`src/rtl/vga_pkg.sv`:
```
// vga_pkg: shared 640x480 timing constants, 332 colour field positions
// and helper types used by the scan driver and the screens feeding it.
package vga_pkg;

    localparam int H_ACTIVE = 640;
    localparam int H_FP     = 16;
    localparam int H_SYNC   = 96;
    localparam int H_BP     = 48;
    localparam int V_ACTIVE = 480;
    localparam int V_FP     = 10;
    localparam int V_SYNC   = 2;
    localparam int V_BP     = 33;

    localparam int H_TOTAL = H_ACTIVE + H_FP + H_SYNC + H_BP;
    localparam int V_TOTAL = V_ACTIVE + V_FP + V_SYNC + V_BP;

    localparam int COORD_W  = 11;
    localparam int COLOUR_W = 8;
    localparam int CHAN_W   = 4;
    localparam int FRAME_W  = 16;

    // RRRGGGBB field positions inside an 8-bit renderer colour
    localparam int R_HI = 7;
    localparam int R_LO = 5;
    localparam int G_HI = 4;
    localparam int G_LO = 2;
    localparam int B_HI = 1;
    localparam int B_LO = 0;

    typedef struct packed {
        logic active;
        logic hs;
        logic vs;
    } syncBits_t;

    // Blanked, both syncs inactive (high)
    localparam syncBits_t SYNC_IDLE = '{1'b0, 1'b1, 1'b1};

    typedef struct packed {
        logic [CHAN_W-1:0] r;
        logic [CHAN_W-1:0] g;
        logic [CHAN_W-1:0] b;
    } rgb444_t;

    // Replicate the top bits so full-scale 332 maps to full-scale 444
    function automatic rgb444_t expand332(input logic [COLOUR_W-1:0] c);
        rgb444_t o;
        o.r = {c[R_HI:R_LO], c[R_HI]};
        o.g = {c[G_HI:G_LO], c[G_HI]};
        o.b = {c[B_HI:B_LO], c[B_HI:B_LO]};
        return o;
    endfunction

endpackage

```
`src/rtl/vga_scan_driver_if.sv`:
```
// vga_scan_driver_if: bundle between the scan driver (master) and the
// renderer / monitor side (slave): coordinates, colour in, VGA pins out.
interface vga_scan_driver_if;
    import vga_pkg::*;

    logic [COLOUR_W-1:0] RGB_in;
    logic [COORD_W-1:0]  pixelX;
    logic [COORD_W-1:0]  pixelY;
    logic                startOfFrame;
    logic [CHAN_W-1:0]   vga_r;
    logic [CHAN_W-1:0]   vga_g;
    logic [CHAN_W-1:0]   vga_b;
    logic                vga_hs;
    logic                vga_vs;
    logic [FRAME_W-1:0]  frameCount;

    modport master (
        input  RGB_in,
        output pixelX, pixelY, startOfFrame,
        output vga_r, vga_g, vga_b, vga_hs, vga_vs,
        output frameCount
    );

    modport slave (
        output RGB_in,
        input  pixelX, pixelY, startOfFrame,
        input  vga_r, vga_g, vga_b, vga_hs, vga_vs,
        input  frameCount
    );

endinterface

```
`src/rtl/sync_delay_line.sv`:
```
// sync_delay_line: DEPTH-stage shift register with enable and reset value.
// Ports: clk, reset (sync, high), shiftEn, dIn -> dOut. DEPTH=0 is a wire.
module sync_delay_line #(
    parameter int               WIDTH     = 3,
    parameter int               DEPTH     = 2,
    parameter logic [WIDTH-1:0] RESET_VAL = '0
) (
    input  logic             clk,
    input  logic             reset,
    input  logic             shiftEn,
    input  logic [WIDTH-1:0] dIn,
    output logic [WIDTH-1:0] dOut
);

    generate
        if (DEPTH == 0) begin : gPass
            logic unusedInputs;
            assign unusedInputs = &{1'b0, clk, reset, shiftEn};
            assign dOut = dIn;
        end else begin : gShift
            logic [WIDTH-1:0] stages [DEPTH];

            always_ff @(posedge clk) begin
                if (reset) begin
                    for (int i = 0; i < DEPTH; i++)
                        stages[i] <= RESET_VAL;
                end else if (shiftEn) begin
                    stages[0] <= dIn;
                    for (int i = 1; i < DEPTH; i++)
                        stages[i] <= stages[i-1];
                end
            end

            assign dOut = stages[DEPTH-1];
        end
    endgenerate

endmodule

```
`src/rtl/vga_scan_driver.sv`:
```
// vga_scan_driver: pixel divider, X/Y scan counters, frame pulse/count,
// aligned sync + 332->444 colour outputs. Ports: clk, reset, bus (master).
module vga_scan_driver #(
    parameter int CLK_DIV     = 2,
    parameter int RGB_LATENCY = 2,
    parameter int H_ACTIVE    = vga_pkg::H_ACTIVE,
    parameter int H_FP        = vga_pkg::H_FP,
    parameter int H_SYNC      = vga_pkg::H_SYNC,
    parameter int H_BP        = vga_pkg::H_BP,
    parameter int V_ACTIVE    = vga_pkg::V_ACTIVE,
    parameter int V_FP        = vga_pkg::V_FP,
    parameter int V_SYNC      = vga_pkg::V_SYNC,
    parameter int V_BP        = vga_pkg::V_BP
) (
    input  logic              clk,
    input  logic              reset,
    vga_scan_driver_if.master bus
);
    import vga_pkg::*;

    localparam int H_TOT    = H_ACTIVE + H_FP + H_SYNC + H_BP;
    localparam int V_TOT    = V_ACTIVE + V_FP + V_SYNC + V_BP;
    localparam int HS_START = H_ACTIVE + H_FP;
    localparam int HS_END   = HS_START + H_SYNC;
    localparam int VS_START = V_ACTIVE + V_FP;
    localparam int VS_END   = VS_START + V_SYNC;

    logic [1:0]         divCnt;
    logic               pixTick;
    logic [COORD_W-1:0] pixelX;
    logic [COORD_W-1:0] pixelY;
    logic [COORD_W-1:0] xNext;
    logic [COORD_W-1:0] yNext;
    logic               sof;
    logic [FRAME_W-1:0] frameCount;
    syncBits_t          rawSync;
    syncBits_t          dlySync;
    rgb444_t            colour;
    logic [CHAN_W-1:0]  vgaR;
    logic [CHAN_W-1:0]  vgaG;
    logic [CHAN_W-1:0]  vgaB;
    logic               vgaHs;
    logic               vgaVs;

    // With CLK_DIV=1 the compare is against 0 and divCnt never moves,
    // so pixTick stays high every clk.
    assign pixTick = (divCnt == 2'(CLK_DIV - 1));

    always_ff @(posedge clk) begin
        if (reset)
            divCnt <= '0;
        else if (pixTick)
            divCnt <= '0;
        else
            divCnt <= divCnt + 2'd1;
    end

    always_comb begin
        xNext = pixelX;
        yNext = pixelY;
        if (pixTick) begin
            if (pixelX == COORD_W'(H_TOT - 1)) begin
                xNext = '0;
                if (pixelY == COORD_W'(V_TOT - 1))
                    yNext = '0;
                else
                    yNext = pixelY + 1'b1;
            end else begin
                xNext = pixelX + 1'b1;
            end
        end
    end

    // The pulse is registered alongside the counters, so it is high for
    // the single clk in which they first read (0, V_ACTIVE).
    always_ff @(posedge clk) begin
        if (reset) begin
            pixelX     <= '0;
            pixelY     <= '0;
            sof        <= 1'b0;
            frameCount <= '0;
        end else begin
            pixelX <= xNext;
            pixelY <= yNext;
            sof    <= 1'b0;
            if (pixTick && xNext == '0 &&
                yNext == COORD_W'(V_ACTIVE)) begin
                sof        <= 1'b1;
                frameCount <= frameCount + 1'b1;
            end
        end
    end

    always_comb begin
        rawSync.active = (pixelX < COORD_W'(H_ACTIVE)) &&
                         (pixelY < COORD_W'(V_ACTIVE));
        rawSync.hs = !((pixelX >= COORD_W'(HS_START)) &&
                       (pixelX <  COORD_W'(HS_END)));
        rawSync.vs = !((pixelY >= COORD_W'(VS_START)) &&
                       (pixelY <  COORD_W'(VS_END)));
    end

    // Delays timing by the renderer latency so it lines up with RGB_in
    sync_delay_line #(
        .WIDTH     (3),
        .DEPTH     (RGB_LATENCY),
        .RESET_VAL (SYNC_IDLE)
    ) uSyncDelay (
        .clk     (clk),
        .reset   (reset),
        .shiftEn (pixTick),
        .dIn     (rawSync),
        .dOut    (dlySync)
    );

    assign colour = expand332(bus.RGB_in);

    always_ff @(posedge clk) begin
        if (reset) begin
            vgaR  <= '0;
            vgaG  <= '0;
            vgaB  <= '0;
            vgaHs <= 1'b1;
            vgaVs <= 1'b1;
        end else if (pixTick) begin
            vgaR  <= dlySync.active ? colour.r : '0;
            vgaG  <= dlySync.active ? colour.g : '0;
            vgaB  <= dlySync.active ? colour.b : '0;
            vgaHs <= dlySync.hs;
            vgaVs <= dlySync.vs;
        end
    end

    assign bus.pixelX       = pixelX;
    assign bus.pixelY       = pixelY;
    assign bus.startOfFrame = sof;
    assign bus.frameCount   = frameCount;
    assign bus.vga_r        = vgaR;
    assign bus.vga_g        = vgaG;
    assign bus.vga_b        = vgaB;
    assign bus.vga_hs       = vgaHs;
    assign bus.vga_vs       = vgaVs;

endmodule
```
`src/flat_wrapper.sv`:
```
// flat-port wrapper written by rule: the top's interface ports become plain ports
module vga_scan_driver_flat import vga_pkg::*;
#(
    parameter int CLK_DIV     = 2,
    parameter int RGB_LATENCY = 2,
    parameter int H_ACTIVE    = vga_pkg::H_ACTIVE,
    parameter int H_FP        = vga_pkg::H_FP,
    parameter int H_SYNC      = vga_pkg::H_SYNC,
    parameter int H_BP        = vga_pkg::H_BP,
    parameter int V_ACTIVE    = vga_pkg::V_ACTIVE,
    parameter int V_FP        = vga_pkg::V_FP,
    parameter int V_SYNC      = vga_pkg::V_SYNC,
    parameter int V_BP        = vga_pkg::V_BP
)
  (clk, reset, bus_RGB_in, bus_pixelX, bus_pixelY, bus_startOfFrame, bus_vga_r, bus_vga_g, bus_vga_b, bus_vga_hs, bus_vga_vs, bus_frameCount);
  vga_scan_driver_if bus_i ();
  input  logic clk;
  input  logic reset;
  input wire logic [$bits(bus_i.RGB_in)-1:0] bus_RGB_in;
  output wire logic [$bits(bus_i.pixelX)-1:0] bus_pixelX;
  output wire logic [$bits(bus_i.pixelY)-1:0] bus_pixelY;
  output wire logic [$bits(bus_i.startOfFrame)-1:0] bus_startOfFrame;
  output wire logic [$bits(bus_i.vga_r)-1:0] bus_vga_r;
  output wire logic [$bits(bus_i.vga_g)-1:0] bus_vga_g;
  output wire logic [$bits(bus_i.vga_b)-1:0] bus_vga_b;
  output wire logic [$bits(bus_i.vga_hs)-1:0] bus_vga_hs;
  output wire logic [$bits(bus_i.vga_vs)-1:0] bus_vga_vs;
  output wire logic [$bits(bus_i.frameCount)-1:0] bus_frameCount;
  assign bus_i.RGB_in = bus_RGB_in;
  assign bus_pixelX = bus_i.pixelX;
  assign bus_pixelY = bus_i.pixelY;
  assign bus_startOfFrame = bus_i.startOfFrame;
  assign bus_vga_r = bus_i.vga_r;
  assign bus_vga_g = bus_i.vga_g;
  assign bus_vga_b = bus_i.vga_b;
  assign bus_vga_hs = bus_i.vga_hs;
  assign bus_vga_vs = bus_i.vga_vs;
  assign bus_frameCount = bus_i.frameCount;
  vga_scan_driver #(.CLK_DIV(CLK_DIV), .RGB_LATENCY(RGB_LATENCY), .H_ACTIVE(H_ACTIVE), .H_FP(H_FP), .H_SYNC(H_SYNC), .H_BP(H_BP), .V_ACTIVE(V_ACTIVE), .V_FP(V_FP), .V_SYNC(V_SYNC), .V_BP(V_BP)) u_core (.clk(clk), .reset(reset), .bus(bus_i));
endmodule
```
`config.mk`:
```
export PLATFORM = sky130hd
export DESIGN_NAME = vga_scan_driver_flat
export DESIGN_NICKNAME = d
export VERILOG_FILES = /design/src/rtl/vga_pkg.sv /design/src/rtl/vga_scan_driver_if.sv /design/src/rtl/sync_delay_line.sv /design/src/rtl/vga_scan_driver.sv /design/src/flat_wrapper.sv
export SDC_FILE = /design/constraint.sdc
export NUM_CORES = 1
export LEC_CHECK = 0
export BUFFER_PORTS_ARGS = -buffer_cell sky130_fd_sc_hd__buf_2
export CORE_UTILIZATION = 49
export DETAILED_ROUTE_END_ITERATION = 16
export HOLD_SLACK_MARGIN = 0.08
export PLACE_DENSITY = 0.78
export SKIP_LAST_GASP = 1
export SLEW_MARGIN = 0
export SYNTH_ARGS = -nofsm -noshare
export SYNTH_HDL_FRONTEND = slang
export SYNTH_SLANG_ARGS = --single-unit
```
`constraint.sdc`:
```
create_clock -name clk -period 2.8 [get_ports clk]
set_input_delay 0.28 -clock clk [delete_from_list [all_inputs] [get_ports clk]]
set_output_delay 0.28 -clock clk [all_outputs]
set_load 0.005 [all_outputs]
```
==> flow_summary.json <==
{
  "status": "complete, but fails checks",
  "violations": "DRC",
  "insertion_delay_ns": 0.35,
  "worstPathMaxFanout": 9,
  "dieArea_mm2": 0.00638,
  "hold_viol": 0,
  "cts_tree": "built",
  "path_clk_slew_ns": 0.07,
  "worst_pin_slew_ns": 1.07,
  "die_w_um": 79.9,
  "synth_nets": 372,
  "timing.rr.start": "u_core.bus.pixelY[0]$_SDFF_PP0_",
  "cts.sinks": 57,
  "regArea_mm2": 0.00121,
  "syn_inst": 357,
  "setup_ws_ns": 0.0335,
  "critPathLaunchType": "flop",
  "avgViaCountPerCell": 5.94,
  "r2r_slack_ns": 0.03,
  "die_h_um": 79.9,
  "yosysTopAreaCell": "dfxtp_1",
  "start_util_pct": 50.5,
  "synth_warnings": 0,
  "gr-usage-all-layers_pct": 24.3,
  "antenna_found_initial": 0,
  "final_cells": 519,
  "pre_cts_ws_ns": 0.00821,
  "whs_ns": 0.161,
  "syn_avg_cell_area_um2": 8.33,
  "max_freq_mhz": 361,
  "pwr-share-seq_pct": 51.7,
  "core_area_mm2": 0.00589,
  "pwr-share-comb_pct": 7.4,
  "first_pass_iters": 11,
  "dpl-instance-area_mm2": 0.00350,
  "placed_cells": 495,
  "rsz0062_at_grt": "yes",
  "place.gp.congestion": 0.910,
  "drtIter0Drc": 263,
  "cap_violations": 0,
  "synth.area.top_cells": "dfxtp_1 34%, edfxtp_1 6.1%, a21oi_1 4.7%, nor2_1 4.2%, nand3_1 3.5%",
  "r2r_cells": 11,
  "synth_flop_cell": "dfxtp_1",
  "area_delta_synth_final_pct": 30.1,
  "max-vdd-ir-drop_mv": 0.330,
  "final_common_cell": "buf_2",
  "worstHoldStart": "bus_RGB_in[5]",
  "arrival_ns": 2.96,
  "drive_above_1_share_pct": 35.1,
  "final_area_mm2": 0.00387,
  "p_leak_uw": 0.00157,
  "p_switching_uw": 405,
  "cts_root_buf": "clkbuf_8",
  "finClkSkew_ns": 0.00719,
  "grt_max_degree": 55,
  "grt_pass1_wl_mm": 11.9,
  "reg2reg_to": "u_core.bus.frameCount[10]$_SDFFE_PP0P_",
  "drc": 1,
  "p_int_uw": 1250,
  "drt-total-wl_mm": 7.96,
  "ys_types": 46,
  "cts.path.max_buffers": 2,
  "grt_remaining_overflow": 0,
  "power.density_mw_per_mm2": 428,
  "holdBufCountCts": 0,
  "synth-seq-area-share_pct": 40.4,
  "fillers": 493,
  "critPathCaptureType": "flop",
  "ys_async_sr_fraction_pct": 0,
  "first_global_vias": 2546,
  "p_sw_share_pct": 24.5,
  "path_class": "reg2reg",
  "slew_violations": 0,
  "ant_nets": 0,
  "required_ns": 3.00,
  "relSlewSlack_pct": 28.6,
  "fin_crit_sh_pct": 98.8,
  "hp-class": "in2reg",
  "portBuffers": 62,
  "worstHoldEndpoint": "u_core.bus.vga_r[1]$_SDFFE_PP0N_",
  "setup_viol": 0,
  "cts_buffers": 9,
  "hold_depth": 3,
  "synth_edf_count": 6,
  "avgRoutedWirePerCell_um": 15.3,
  "cts_htree_levels": 3,
  "mostFrequentLayoutCells": "62 x buf_2, 44 x dfxtp_1, 42 x buf_4",
  "synth_top_area_share_pct": 34.3,
  "p_clk_share_pct": 41.0,
  "netlist_area_mm2": 0.00297,
  "fin_nets": 456,
  "antenna_cells": 0,
  "io_pins": 63,
  "min_period_ns": 2.77,
  "synth-seq-cells": 57,
  "dp_hpwl_mm": 5.17,
  "vias": 3084,
  "multi_input_area_mm2": 0.00171,
  "num_rows": 28
}
layout make-up:
class | count | share of cell area (%)
timing repair buffer | 107 | 17.0
inverter | 7 | 0.679
clock inverter | 3 | 0.421
sequential | 57 | 31.3
clock buffer | 11 | 3.91
multi-input combinational | 259 | 44.2
tap | 75 | 2.43
critical path: stages, from the launching register on:
cell	delay, ns
dfxtp_1	0.32
inv_2	0.06
ha_2	0.16
nor4b_4	0.21
and3_1	0.23
nor2_1	0.06
or4_4	0.42
nor4b_4	0.44
nand3_2	0.18
buf_4	0.21
o21ai_0	0.25
a21oi_2	0.09
logic make-up after synthesis:
kind of cell | synth area share (%)
AND/OR/NAND/NOR | 30.1
adder cells (fa/ha/maj) | 2.10
AO/OA/AOI/OAI | 16.2
flip-flops | 40.4
multiplexers | 0.673
buffers and inverters | 5.85
XOR/XNOR | 4.71
power groups by stage:
stage / logic [µW] / clock network [µW] / registers [µW]
global route: 135 / 724 / 857
global placement: 112 / 0 / 870
floorplan: 70.2 / 0 / 875
CTS: 116 / 683 / 853
finish: 122 / 678 / 855
detailed placement: 115 / 0 / 871
through the flow:
stage,setup TNS [ns],power [µW],utilization [%]
6_report,0,1650,65.7
5_1_grt,-0.789,1720,65.7
4_1_cts,0,1650,62.3
3_5_place_dp,0,986,59.4
3_3_place_gp,0,982,59.4
2_1_floorplan,0,945,-
cells in the mapped netlist, drive strengths merged, types with 2 or more instances:
cell type / n
mux2i: 2
dfxtp: 51
nand4: 10
buf: 8
nor2: 33
nor4b: 3
nand3: 21
nand4b: 3
xor2: 10
o21ai: 19
xnor2: 6
or3: 16
a41oi: 2
nand2: 21
a211o: 3
o31ai: 4
a211oi: 3
ha: 5
and3: 11
edfxtp: 6
nor3: 13
nor4bb: 2
clkbuf: 26
a22oi: 9
inv: 7
a31oi: 5
and4: 3
or4: 4
nor4: 3
nand3b: 2
a21oi: 28
and2: 6
nor2b: 5
worst max path at each step:
stage,start,to
final,u_core.bus.pixelY[0]$_SDFF_PP0_,u_core.bus.frameCount[10]$_SDFFE_PP0P_
after CTS,u_core.bus.pixelX[0]$_SDFF_PP0_,u_core.bus.frameCount[15]$_SDFFE_PP0P_
after global placement,u_core.bus.pixelX[0]$_SDFF_PP0_,u_core.bus.frameCount[14]$_SDFFE_PP0P_
after global routing,u_core.bus.pixelX[1]$_SDFF_PP0_,u_core.bus.frameCount[10]$_SDFFE_PP0P_
after floorplan,u_core.bus.pixelX[5]$_SDFF_PP0_,u_core.bus.frameCount[14]$_SDFFE_PP0P_
after detailed placement,u_core.bus.pixelY[1]$_SDFF_PP0_,u_core.bus.frameCount[14]$_SDFFE_PP0P_
flip-flops by register name (all words and copies together), names as in the netlist:
register and cells:
u_core.bus.startOfFrame 1, u_core.bus.pixelX 11, u_core.bus.vga_b 2, u_core.divCnt 2
u_core.uSyncDelay.gShift.stages 6, u_core.bus.vga_r 3, u_core.bus.vga_hs 1, u_core.bus.pixelY 11
u_core.bus.vga_vs 1, u_core.bus.frameCount 16, u_core.bus.vga_g 3
layer usage:
layer  vias up  track usage [%]  wire length, µm
li1       1457                -                -
met1      1472             30.4             3430
met2       136             38.4             3720
met3        19             7.43              612
met4         0             10.7              191
met5         -                0                0
what timing repair did:
action / CTS / global route
gates resized for setup: 0 / 40
gates cloned: 0 / 2
buffers inserted: 0 / 8
setup endpoints to repair: 1 / 15
pin swaps: 1 / 28
Note: power is estimated with default switching activity, not from simulation.
